===== config.mk =====
export PLATFORM = sky130hd
export DESIGN_NAME = fifo_access_sched
export DESIGN_NICKNAME = d
export VERILOG_FILES = /design/src/rtl/fifo_access_sched.sv
export SDC_FILE = /design/constraint.sdc
export NUM_CORES = 1
export LEC_CHECK = 0
export ABC_AREA = 0
export CAP_MARGIN = 0
export CORE_AREA = 5 5 62 64
export DETAILED_ROUTE_END_ITERATION = 10
export DIE_AREA = 0 0 67 69
export PLACE_DENSITY = 0.92
export SYNTH_ARGS = -nofsm -noshare
export SYNTH_HDL_FRONTEND = slang
export SYNTH_SLANG_ARGS = --single-unit

===== constraint.sdc =====
create_clock -name clk -period 7.6 [get_ports clk]
set_input_delay 1.52 -clock clk [delete_from_list [all_inputs] [get_ports clk]]
set_output_delay 1.52 -clock clk [all_outputs]
set_load 0.02 [all_outputs]

===== src/rtl/fifo_access_sched.sv =====
// Access scheduler for a 256x9 single-port FIFO store: arbitrates two writers and one
// reader onto one storage operation per cycle, tracks occupancy, sequences pointer clears.
module fifo_access_sched #(
    parameter int DW    = 9,
    parameter int AW    = 8,
    parameter int DEPTH = 256
) (
    input  logic          clk,
    input  logic          rst,
    input  logic          flush,
    input  logic          wr0_req,
    input  logic [DW-1:0] wr0_data,
    output logic          wr0_gnt,
    input  logic          wr1_req,
    input  logic [DW-1:0] wr1_data,
    output logic          wr1_gnt,
    input  logic          rd_req,
    output logic          rd_gnt,
    output logic          rd_valid,
    output logic [DW-1:0] rd_data,
    output logic          fifo_rdptrclr,
    output logic          fifo_wrptrclr,
    output logic          fifo_rden,
    output logic          fifo_wren,
    output logic          fifo_rdinc,
    output logic          fifo_wrinc,
    output logic [DW-1:0] fifo_din,
    input  logic [DW-1:0] fifo_dout,
    output logic [AW:0]   count,
    output logic          full,
    output logic          empty,
    output logic          busy,
    output logic [1:0]    dbg_state
);

    // Handshake: a requester raises req with stable data and holds both until it sees
    // gnt in the same cycle; the transfer happens on the clock edge where req & gnt.
    typedef enum logic [1:0] {
        CLR_RD = 2'd0,
        CLR_WR = 2'd1,
        RUN    = 2'd2
    } state_e;

    localparam logic [AW:0] DEPTH_CNT = (AW+1)'(DEPTH);
    localparam logic [AW:0] ONE_CNT   = (AW+1)'(1);
    localparam logic        PRI_WR    = 1'b0;
    localparam logic        PRI_RD    = 1'b1;

    state_e      state_q, state_d;
    logic [AW:0] count_q, count_d;
    logic        rd_valid_q;
    logic        rw_pri_q, rw_pri_d;
    logic        wr_last_q, wr_last_d;   // 1: writer 1 was granted last
    logic        rd_elig, wr_elig, do_rd, do_wr, pick_wr0;

    assign full      = (count_q == DEPTH_CNT);
    assign empty     = (count_q == '0);
    assign count     = count_q;
    assign busy      = (state_q != RUN);
    assign rd_valid  = rd_valid_q;
    assign rd_data   = fifo_dout;
    assign dbg_state = state_q;

    assign rd_elig  = rd_req & ~empty;
    assign wr_elig  = (wr0_req | wr1_req) & ~full;
    assign pick_wr0 = wr0_req & (~wr1_req | wr_last_q);

    always_comb begin
        state_d       = state_q;
        count_d       = count_q;
        rw_pri_d      = rw_pri_q;
        wr_last_d     = wr_last_q;
        do_rd         = 1'b0;
        do_wr         = 1'b0;
        wr0_gnt       = 1'b0;
        wr1_gnt       = 1'b0;
        rd_gnt        = 1'b0;
        fifo_rdptrclr = 1'b0;
        fifo_wrptrclr = 1'b0;
        case (state_q)
            CLR_RD: begin
                fifo_rdptrclr = 1'b1;
                state_d       = CLR_WR;
            end
            CLR_WR: begin
                fifo_wrptrclr = 1'b1;
                count_d       = '0;
                state_d       = RUN;
            end
            RUN: begin
                if (flush) begin
                    state_d = CLR_RD;
                end else begin
                    do_rd = rd_elig & (~wr_elig | (rw_pri_q == PRI_RD));
                    do_wr = wr_elig & ~do_rd;
                    // Whichever side wins, the other side gets priority next time.
                    if (do_rd || do_wr) begin
                        rw_pri_d = do_rd ? PRI_WR : PRI_RD;
                    end
                    if (do_wr) begin
                        wr0_gnt   = pick_wr0;
                        wr1_gnt   = ~pick_wr0;
                        wr_last_d = ~pick_wr0;
                        count_d   = count_q + ONE_CNT;
                    end else if (do_rd) begin
                        rd_gnt  = 1'b1;
                        count_d = count_q - ONE_CNT;
                    end
                end
            end
            default: state_d = CLR_RD;
        endcase
    end

    assign fifo_wren  = wr0_gnt | wr1_gnt;
    assign fifo_wrinc = fifo_wren;
    assign fifo_rden  = rd_gnt;
    assign fifo_rdinc = fifo_rden;
    assign fifo_din   = wr0_gnt ? wr0_data : wr1_data;

    always_ff @(posedge clk) begin
        if (rst) begin
            state_q    <= CLR_RD;
            count_q    <= '0;
            rd_valid_q <= 1'b0;
            rw_pri_q   <= PRI_WR;
            wr_last_q  <= 1'b1;
        end else begin
            state_q    <= state_d;
            count_q    <= count_d;
            rd_valid_q <= rd_gnt;
            rw_pri_q   <= rw_pri_d;
            wr_last_q  <= wr_last_d;
        end
    end

endmodule


* After elaboration in Yosys (flattened, before gate mapping)
Index checks and enable logic that the tools add are counted.
** Storage, ports and cells
- Logic and storage cells :: 57
- Flip-flop bits (word level) :: 14
- Input bits :: 33
- Output and inout bits :: 42
** Operators by class
- Bitwise logic cells :: 16
- Reductions and logical operators :: 7
- Equal/unequal tests :: 7
- Mux-type cells :: 20
- Add/subtract/negate cells :: 2
** Operator list (number)
- 9-bit two-way mux :: 4
- 9-bit case mux with 2 select lines :: 1
- 1-bit two-way mux :: 13
- 9-bit by 1-bit adder with 9-bit output, second input constant :: 1
- 9-bit == test, second input constant :: 1
- 9-bit logical NOT :: 1
- 3-bit AND reduction :: 3
- 9-bit by 1-bit subtractor with 9-bit output, second input constant :: 1
- 1-bit inverter :: 7
- 2-bit inequality test, second input constant :: 3
- 2-bit case mux with 3 select lines :: 1
- 1-bit bitwise AND :: 5
- 1-bit bitwise OR :: 4
- 3-bit inequality test, second input constant :: 1
- 2-bit by 1-bit == test with 1-bit output, second input constant :: 1
- 2-bit == test, second input constant :: 1
- 2-bit logical NOT :: 1
- 2-bit two-way mux :: 1
- 2-bit nonzero test :: 1
- 1-bit logical OR :: 1

* Logic depth before layout (Yosys ltp)
Gate-level depths: netlist (run 1).
- Depth after elaboration :: 12
- Gate-level depth with buffers :: 11
- Mapped depth without buffers :: 11

* Worst setup path before layout (run 1)
No wires, ideal clock.
- Kind :: input-to-output
- From :: input port wr1_req
- To :: output port fifo_rdinc
- Stages :: 4
- Setup slack :: 3.175 ns
- Arrival time :: 2.905 ns
- Path buffers :: 1
- Required time :: 6.080 ns
- Path through :: nor2_1 -> nor2_1 -> a211oi_1 -> buf_4
** Between the ends
- Longest elaborated chain between the ends :: 10
- Elaborated cells between the ends (all ways) :: 11
- Classes of those cells :: mux: 4; bitwise: 7
** RTL lines
- from (decl) :: line 14 : input logic wr1_req,
- 1-bit bitwise OR (*) :: line 65 : assign wr_elig = (wr0_req | wr1_req) & ~full;
- 1-bit bitwise AND (*) :: line 65
- 1-bit inverter :: line 94 : do_rd = rd_elig & (~wr_elig | (rw_pri_q == PRI_RD));
- 1-bit bitwise OR :: line 94
- 1-bit bitwise AND :: line 94
- 1-bit inverter :: line 95 : do_wr = wr_elig & ~do_rd;
- 1-bit bitwise AND :: line 95
- 1-bit two-way mux (*) :: line 100 : if (do_wr) begin
- 1-bit two-way mux (*) :: line 91 : if (flush) begin
- 1-bit two-way mux (*) :: line 80 : case (state_q)
- to (decl) :: line 25 : output logic fifo_rdinc,
Mark *: on every way between the ends. The rest lies on a longest branch, timed or not.

* Worst setup path in the final report (run 1)
- From :: input port wr1_req
- To :: output port fifo_din[8]
** Between the ends
- Longest elaborated chain between the ends :: 11
- Elaborated cells between the ends (all ways) :: 14
- Classes of those cells :: mux: 4; bitwise: 10
** RTL lines
- 1-bit bitwise OR :: line 65
- 1-bit bitwise AND :: line 65
- 1-bit inverter :: line 94
- 1-bit bitwise OR :: line 94
- 1-bit bitwise AND :: line 94
- 1-bit inverter :: line 95
- 1-bit bitwise AND :: line 95
- 1-bit two-way mux (*) :: line 100
- 1-bit two-way mux (*) :: line 91
- 1-bit two-way mux (*) :: line 80
- 9-bit two-way mux (*) :: line 119 : assign fifo_din = wr0_gnt ? wr0_data : wr1_data;
- to (decl) :: line 27 : output logic [DW-1:0] fifo_din,
Marks and branches as above.

==> results of run 1 <==
-- metal layers --
metal	global-route usage (%)	part of all wire [%]	vias to the layer above
li1	-	-	590
met5	0	0	-
met4	4.279	1.4	0
met2	25.22	47	49
met3	6.656	11	8
met1	17.27	41	535
-- how the worst max path moves through the flow --
stage                     startpoint     endpoint  slack (ns)  depth (start not counted)
after floorplan              wr1_req   fifo_rdinc        3.18                          4
after global placement       wr1_req  fifo_din[8]        1.71                          7
after detailed placement     wr1_req  fifo_din[8]        1.66                          7
after CTS                    wr1_req  fifo_din[8]        1.64                          7
after global routing         wr0_req  fifo_din[8]        1.47                          7
final                        wr1_req  fifo_din[8]        1.65                          7
-- through the flow --
step	util (%)	power (uW)	hold WS (ns)	area, sq um	setup slack, ns
floorplan	-	122.9	0.4649	1234	3.175
global placement	53.93	146.4	0.4810	1743	1.713
detailed placement	53.93	148.5	0.5027	1743	1.655
CTS	55.05	206.9	0.5200	1779	1.639
global route	55.05	214.8	0.5565	1779	1.472
finish	55.05	203.3	0.5153	1779	1.648
-- registers in the layout, summed over array words and instances, names as in the netlist --
signal,cells
wr_last_q,1
rw_pri_q,1
dbg_state,2
rd_valid,1
count,9
-- area by class of cell --
| class | count | area, sq um | share of cell area [%] |
|---|---|---|---|
| multi-input combinational | 105 | 807.0 | 45.36 |
| timing repair buffer | 57 | 568.0 | 31.93 |
| sequential | 14 | 280.3 | 15.75 |
| tap | 46 | 57.56 | 3.235 |
| clock buffer | 4 | 36.28 | 2.039 |
| inverter | 8 | 30.03 | 1.688 |
-- kinds of logic after synthesis --
logic type / after synthesis
mux: 10
buf+inv: 25
flops: 14
simple gates: 53
compound gates: 30
xor+xnor: 4
fa+ha+maj: 8
-- where the power goes --
group	internal [uW]	switching [uW]	total, uW
Clock	29.2	27.7	56.9
Sequential	75.4	2.85	78.2
Combinational	36.1	32.1	68.1
-- layout by cell type (no fill, tap or decap), types with 2 or more instances in the layout --
cell | Yosys | routed
sky130_fd_sc_hd__a21o_1 | 4 | 4
sky130_fd_sc_hd__a21oi_1 | 7 | 7
sky130_fd_sc_hd__nand2_1 | 6 | 6
sky130_fd_sc_hd__nor2b_1 | 6 | 6
sky130_fd_sc_hd__a31oi_1 | 4 | 4
sky130_fd_sc_hd__nand2b_1 | 4 | 4
sky130_fd_sc_hd__mux2_4 | 8 | 8
sky130_fd_sc_hd__clkbuf_4 | 0 | 3
sky130_fd_sc_hd__inv_1 | 7 | 7
sky130_fd_sc_hd__and3_2 | 2 | 2
sky130_fd_sc_hd__nand4b_1 | 2 | 2
sky130_fd_sc_hd__nor2_1 | 15 | 15
sky130_fd_sc_hd__xnor2_1 | 2 | 2
sky130_fd_sc_hd__nand3_1 | 5 | 5
sky130_fd_sc_hd__o21ai_0 | 5 | 5
sky130_fd_sc_hd__ha_1 | 7 | 7
sky130_fd_sc_hd__nor3_1 | 6 | 6
sky130_fd_sc_hd__o21a_1 | 2 | 2
sky130_fd_sc_hd__nor4_4 | 2 | 2
sky130_fd_sc_hd__clkdlybuf4s50_1 | 0 | 56
sky130_fd_sc_hd__xor2_1 | 2 | 2
sky130_fd_sc_hd__dfxtp_1 | 14 | 14
==> results.json, run 1 <==
{
  "synth.mux.area_fraction_pct": 11.46,
  "timing_worst_slew_pin_value_ns": 1.042,
  "num_antenna_cells": 0,
  "setup.worst_path.end_class": "output pin",
  "syn_area_sq_um": 1234,
  "worstPathCellList": "clkdlybuf4s50_1 -> nor2_1 -> a311oi_4 -> inv_2 -> nor3_2 -> mux2_2 -> clkdlybuf4s50_1",
  "rr_startpoint": "count[1]",
  "synth_edf_count": 0,
  "placementRows": 21,
  "cts_resizes": 0,
  "buf_inv_on_cp": 3,
  "max_clock_freq_ghz": 0.1680,
  "critical_path_required_time_ns": 6.08,
  "cts_tree": "yes",
  "vias": 1182,
  "netlist.top_cell.by_area": "sky130_fd_sc_hd__dfxtp_1",
  "final_nets": 230,
  "slew_violations": 0,
  "synth_top_family_by_area": "simple AND/OR/NAND/NOR gates",
  "area.growth.synth_to_final_pct": 44.22,
  "hold_class": "reg -> reg",
  "cts_setup_buffers": 0,
  "post_synth_fa_ha_maj_area_fraction_pct": 8.722,
  "overflow": 0,
  "wire_length_of_the_first_global_routing_pass_mm": 5.547,
  "place_inst": 230,
  "largest_fanout_on_the_critical_path": 11,
  "vdd_ir_drop_max_v": 0.0001047,
  "vias_cell": 5.051,
  "layout.filler_cells": 293,
  "reg2reg_setup_slack_ns": 4.19,
  "reg2regPathDepth": 11,
  "final_cells": 234,
  "rsz0062_at_grt": "false",
  "postSynthAreaPerCell_sq_um": 8.567,
  "die_width_um": 67,
  "drt_first_iter_violations": 45,
  "timing.critical_path.slowest_stage_cell": "sky130_fd_sc_hd__nor3_2",
  "ys_async_sr_fraction_pct": 0,
  "worst-setup-path-type": "in -> out",
  "final_cycle_utilization_of_the_critical_path_pct": 78.31,
  "finalSetupViolCount": 0,
  "grt_pass1_vias": 1165,
  "status": "complete, no violations",
  "cts.hold.buffers_added": 0,
  "rr_endpoint": "count[8]",
  "crit_path_start_kind": "primary input",
  "synth_cell_types": 40,
  "drc": 0,
  "starting_density_of_the_core_pct": 38.17,
  "clock_insertion_delay_worst_skew_ns": 0.29,
  "routed_wl_mm": 3.400,
  "critical_path.max_stage_delay_ns": 0.88,
  "pwr_density_cell_nw_per_um2": 114.3,
  "yosys_most_used_dff": "sky130_fd_sc_hd__dfxtp_1",
  "ys_warn_count": 0,
  "final_period_minus_worst_setup_slack_ns": 5.952,
  "detail_route.first_pass.iterations": 4,
  "io_pins": 75,
  "floorplan.die_area_sq_um": 4623,
  "synth-xor-area-share_pct": 2.840,
  "min_to": "dbg_state[0]",
  "maxCapViolations": 0,
  "synth_top_area_share_pct": 22.72,
  "timing.clock.skew_ns": 0.003918,
  "grt.total_usage_pct": 15.19,
  "synth_seq_area_share_pct": 22.72,
  "post_synth_and_or_nand_nor_area_fraction_pct": 25.05,
  "finalHoldViolCount": 0,
  "placement.io_buffers": 56,
  "min_path_cells": 1,
  "post-synth-top-count-cell": "sky130_fd_sc_hd__nor2_1",
  "slew_headroom_pct": 30.17,
  "antenna_found_initial": 0,
  "netlist_top_cells_count": "15 x sky130_fd_sc_hd__nor2_1, 14 x sky130_fd_sc_hd__dfxtp_1, 12 x sky130_fd_sc_hd__buf_4, 8 x sky130_fd_sc_hd__mux2_4",
  "hold_start": "dbg_state[0]",
  "clock_sink_count": 14,
  "place.detailed.hpwl_mm": 2.702,
  "critPathTopFamily": "buffers and inverters",
  "cts_inserted_buffers": 3,
  "cts-root-buf": "sky130_fd_sc_hd__clkbuf_4",
  "floorplan.die.height_um": 69,
  "drive_gt1_share_pct": 12.23,
  "gp_congestion": 0.7934,
  "timing.setup.tns_ns": 0,
  "clk_pin_slew_worst_paths_ns": 0.10,
  "number_of_flip_flops_and_latches_in_the_synthesized_netlist": 14,
  "cts_max_path_buffers": 2,
  "drt-wirelength-per-cell_um": 14.53,
  "critical-path-top-cell-by-count": "sky130_fd_sc_hd__clkdlybuf4s50_1",
  "pin_count_of_the_biggest_net_entering_global_routing": 21,
  "synth_compound_area_share_pct": 17.34,
  "worst-endpoint-arrival_ns": 4.43,
  "syn-instance-count": 144,
  "h_tree_depth": 1,
  "power_leakage_uw": 0.0007081,
  "core_region_area_sq_um": 3232,
  "synthesis.nets": 185,
  "synth.area.top_cells": "sky130_fd_sc_hd__dfxtp_1 23%, sky130_fd_sc_hd__mux2_4 9.7%, sky130_fd_sc_hd__buf_4 7.3%",
  "antenna_left": 0
}
Power figures use the tool's default switching activity.
==> run 2, diff against run 1 <==
Settings changed: CORE_AREA 5 5 62 64 to 5 5 64 66, DIE_AREA 0 0 67 69 to 0 0 69 71, PLACE_DENSITY 0.92 to 0.87.
Clock period 7.6 ns to 5.6 ns, I/O delays scaled along.
==> results.json, run 2 (synthesized netlist as in run 1, its figures left out) <==
{
  "status": "complete, no violations",
  "timing.clock.skew_ns": 0.007911,
  "core_util_final_pct": 50.39,
  "timing.critical_path.slowest_stage_cell": "sky130_fd_sc_hd__clkdlybuf4s50_1",
  "num_antenna_cells": 0,
  "final_nets": 231,
  "vias_cell": 4.949,
  "largest_register_ff_count": 9,
  "setup.worst_path.end_class": "output pin",
  "io_pins": 75,
  "slew_headroom_pct": 59.11,
  "maxCapViolations": 0,
  "hold_class": "reg -> reg",
  "critical_path_required_time_ns": 4.48,
  "antenna_found_initial": 0,
  "cts_max_path_buffers": 2,
  "place.detailed.hpwl_mm": 2.621,
  "pwr_density_cell_nw_per_um2": 144.5,
  "cts.hold.buffers_added": 0,
  "h_tree_depth": 1,
  "finalSetupViolCount": 0,
  "mostFrequentLayoutCell": "sky130_fd_sc_hd__clkdlybuf4s50_1",
  "clock_sink_count": 14,
  "max_clock_freq_ghz": 0.2026,
  "worstSetupStartpoint": "wr0_req",
  "wire_length_of_the_first_global_routing_pass_mm": 5.478,
  "rsz0062_at_grt": "false",
  "timing_worst_slew_pin_value_ns": 0.6115,
  "rr_startpoint": "count[1]",
  "layout.cells.most_common_list": "56 x sky130_fd_sc_hd__clkdlybuf4s50_1, 15 x sky130_fd_sc_hd__nor2_1, 14 x sky130_fd_sc_hd__dfxtp_1, 8 x sky130_fd_sc_hd__mux2_4",
  "gp_congestion": 0.8612,
  "cts_setup_buffers": 0,
  "p_total_uw": 256.6,
  "crit_path_start_kind": "primary input",
  "grt.total_usage_pct": 13.58,
  "min_path_cells": 1,
  "critPathTopFamily": "buffers and inverters",
  "worstPathCellList": "clkdlybuf4s50_1 -> nor2_1 -> a311oi_4 -> inv_2 -> nor3_2 -> buf_4 -> mux2_4 -> clkdlybuf4s50_1",
  "final_period_minus_worst_setup_slack_ns": 4.937,
  "routed_wl_mm": 3.280,
  "power_leakage_uw": 0.0007064,
  "floorplan.die_area_sq_um": 4899,
  "drt-wirelength-per-cell_um": 13.90,
  "worst-endpoint-arrival_ns": 3.82,
  "drt_first_iter_violations": 57,
  "grt_pass1_vias": 1191,
  "critical-path-top-cell-by-count": "sky130_fd_sc_hd__clkdlybuf4s50_1",
  "detail_route.first_pass.iterations": 4,
  "core_region_area_sq_um": 3523,
  "clk_pin_slew_worst_paths_ns": 0.09,
  "timing.setup.tns_ns": 0,
  "reg2reg_setup_slack_ns": 2.20,
  "vias": 1168,
  "worst-setup-path-type": "in -> out",
  "final_cycle_utilization_of_the_critical_path_pct": 88.15,
  "buf_inv_on_cp": 4,
  "rr_endpoint": "count[8]",
  "vdd_ir_drop_max_v": 0.00009503,
  "area.growth.synth_to_final_pct": 43.91,
  "antenna_left": 0,
  "worst_setup_path_endpoint": "fifo_din[1]",
  "starting_density_of_the_core_pct": 35.01,
  "placementRows": 22,
  "holdWs_ns": 0.4938,
  "layout.filler_cells": 329,
  "cts_resizes": 0,
  "critical_path.max_stage_delay_ns": 0.54,
  "floorplan.die.height_um": 71,
  "cts_tree": "yes",
  "largest_fanout_on_the_critical_path": 8,
  "finalHoldViolCount": 0,
  "cts_inserted_buffers": 3,
  "clock_insertion_delay_worst_skew_ns": 0.28,
  "placement.io_buffers": 56,
  "overflow": 0,
  "pin_count_of_the_biggest_net_entering_global_routing": 21,
  "path_depth": 8,
  "cts-root-buf": "sky130_fd_sc_hd__clkbuf_4",
  "die_width_um": 69,
  "reg2regPathDepth": 11,
  "drive_gt1_share_pct": 12.23,
  "drc": 0,
  "slew_violations": 0
}
[run 2: cell count changes in the layout (fill, tap and decap cells not counted)]
cell	previous run	this run
sky130_fd_sc_hd__buf_4	1	2
sky130_fd_sc_hd__clkbuf_8	1	0
[run 2: worst min path at each step]
stage / endpoint / startpoint
4_1_cts: dbg_state[0] / dbg_state[1]
3_5_place_dp: dbg_state[0] / dbg_state[0]
6_report: dbg_state[0] / dbg_state[1]
3_3_place_gp: dbg_state[0] / dbg_state[0]
2_1_floorplan: wr_last_q / wr_last_q
5_1_grt: dbg_state[0] / dbg_state[0]
[run 2: routing by layer]
layer	share of wire [%]	up-vias	routed length (um)	track usage (%)
met4	0.61	0	20	3.254
met1	43	531	1394	15.27
met2	50	47	1640	24.79
met3	6.9	2	225	4.403
met5	0	-	0	0
li1	-	588	-	-
[run 2: stage by stage]
stage          area (sq um)  worst slack (ns)  instances
2_1_floorplan          1234             1.975        144
3_3_place_gp           1753            0.7667        233
3_5_place_dp           1753            0.6546        233
4_1_cts                1775            0.6431        236
5_1_grt                1775            0.4975        236
6_report               1775            0.6633        236
[run 2: final cells by class]
type	instances	area, sq um	area share (%)
Clock buffer	3	22.52	1.269
Inverter	8	30.03	1.691
Multi-Input combinational cell	105	807.0	45.45
Sequential cell	14	280.3	15.79
Tap cell	48	60.06	3.383
Timing Repair Buffer	58	575.6	32.42
[run 2: power breakdown]
group / internal, uW / leakage [uW] / total [uW] / switching [uW]
clock network: 24.9 / 0.0000138 / 58.1 / 33.2
logic: 49.2 / 0.000579 / 92.6 / 43.4
registers: 102 / 0.000113 / 106 / 3.57
total: 176 / 0.000706 / 257 / 80.2
[run 2: worst reg2reg max path: stages (launching register included)]
cell and delay [ns]:
sky130_fd_sc_hd__dfxtp_1 0.39, sky130_fd_sc_hd__nor4_4 0.41, sky130_fd_sc_hd__nand2_2 0.15, sky130_fd_sc_hd__a311oi_4 0.44
sky130_fd_sc_hd__inv_2 0.17, sky130_fd_sc_hd__ha_1 0.34, sky130_fd_sc_hd__nor2b_1 0.16, sky130_fd_sc_hd__o2111ai_1 0.25
sky130_fd_sc_hd__a21oi_1 0.12, sky130_fd_sc_hd__or3_1 0.37, sky130_fd_sc_hd__a2111oi_0 0.36, sky130_fd_sc_hd__nand3b_1 0.15
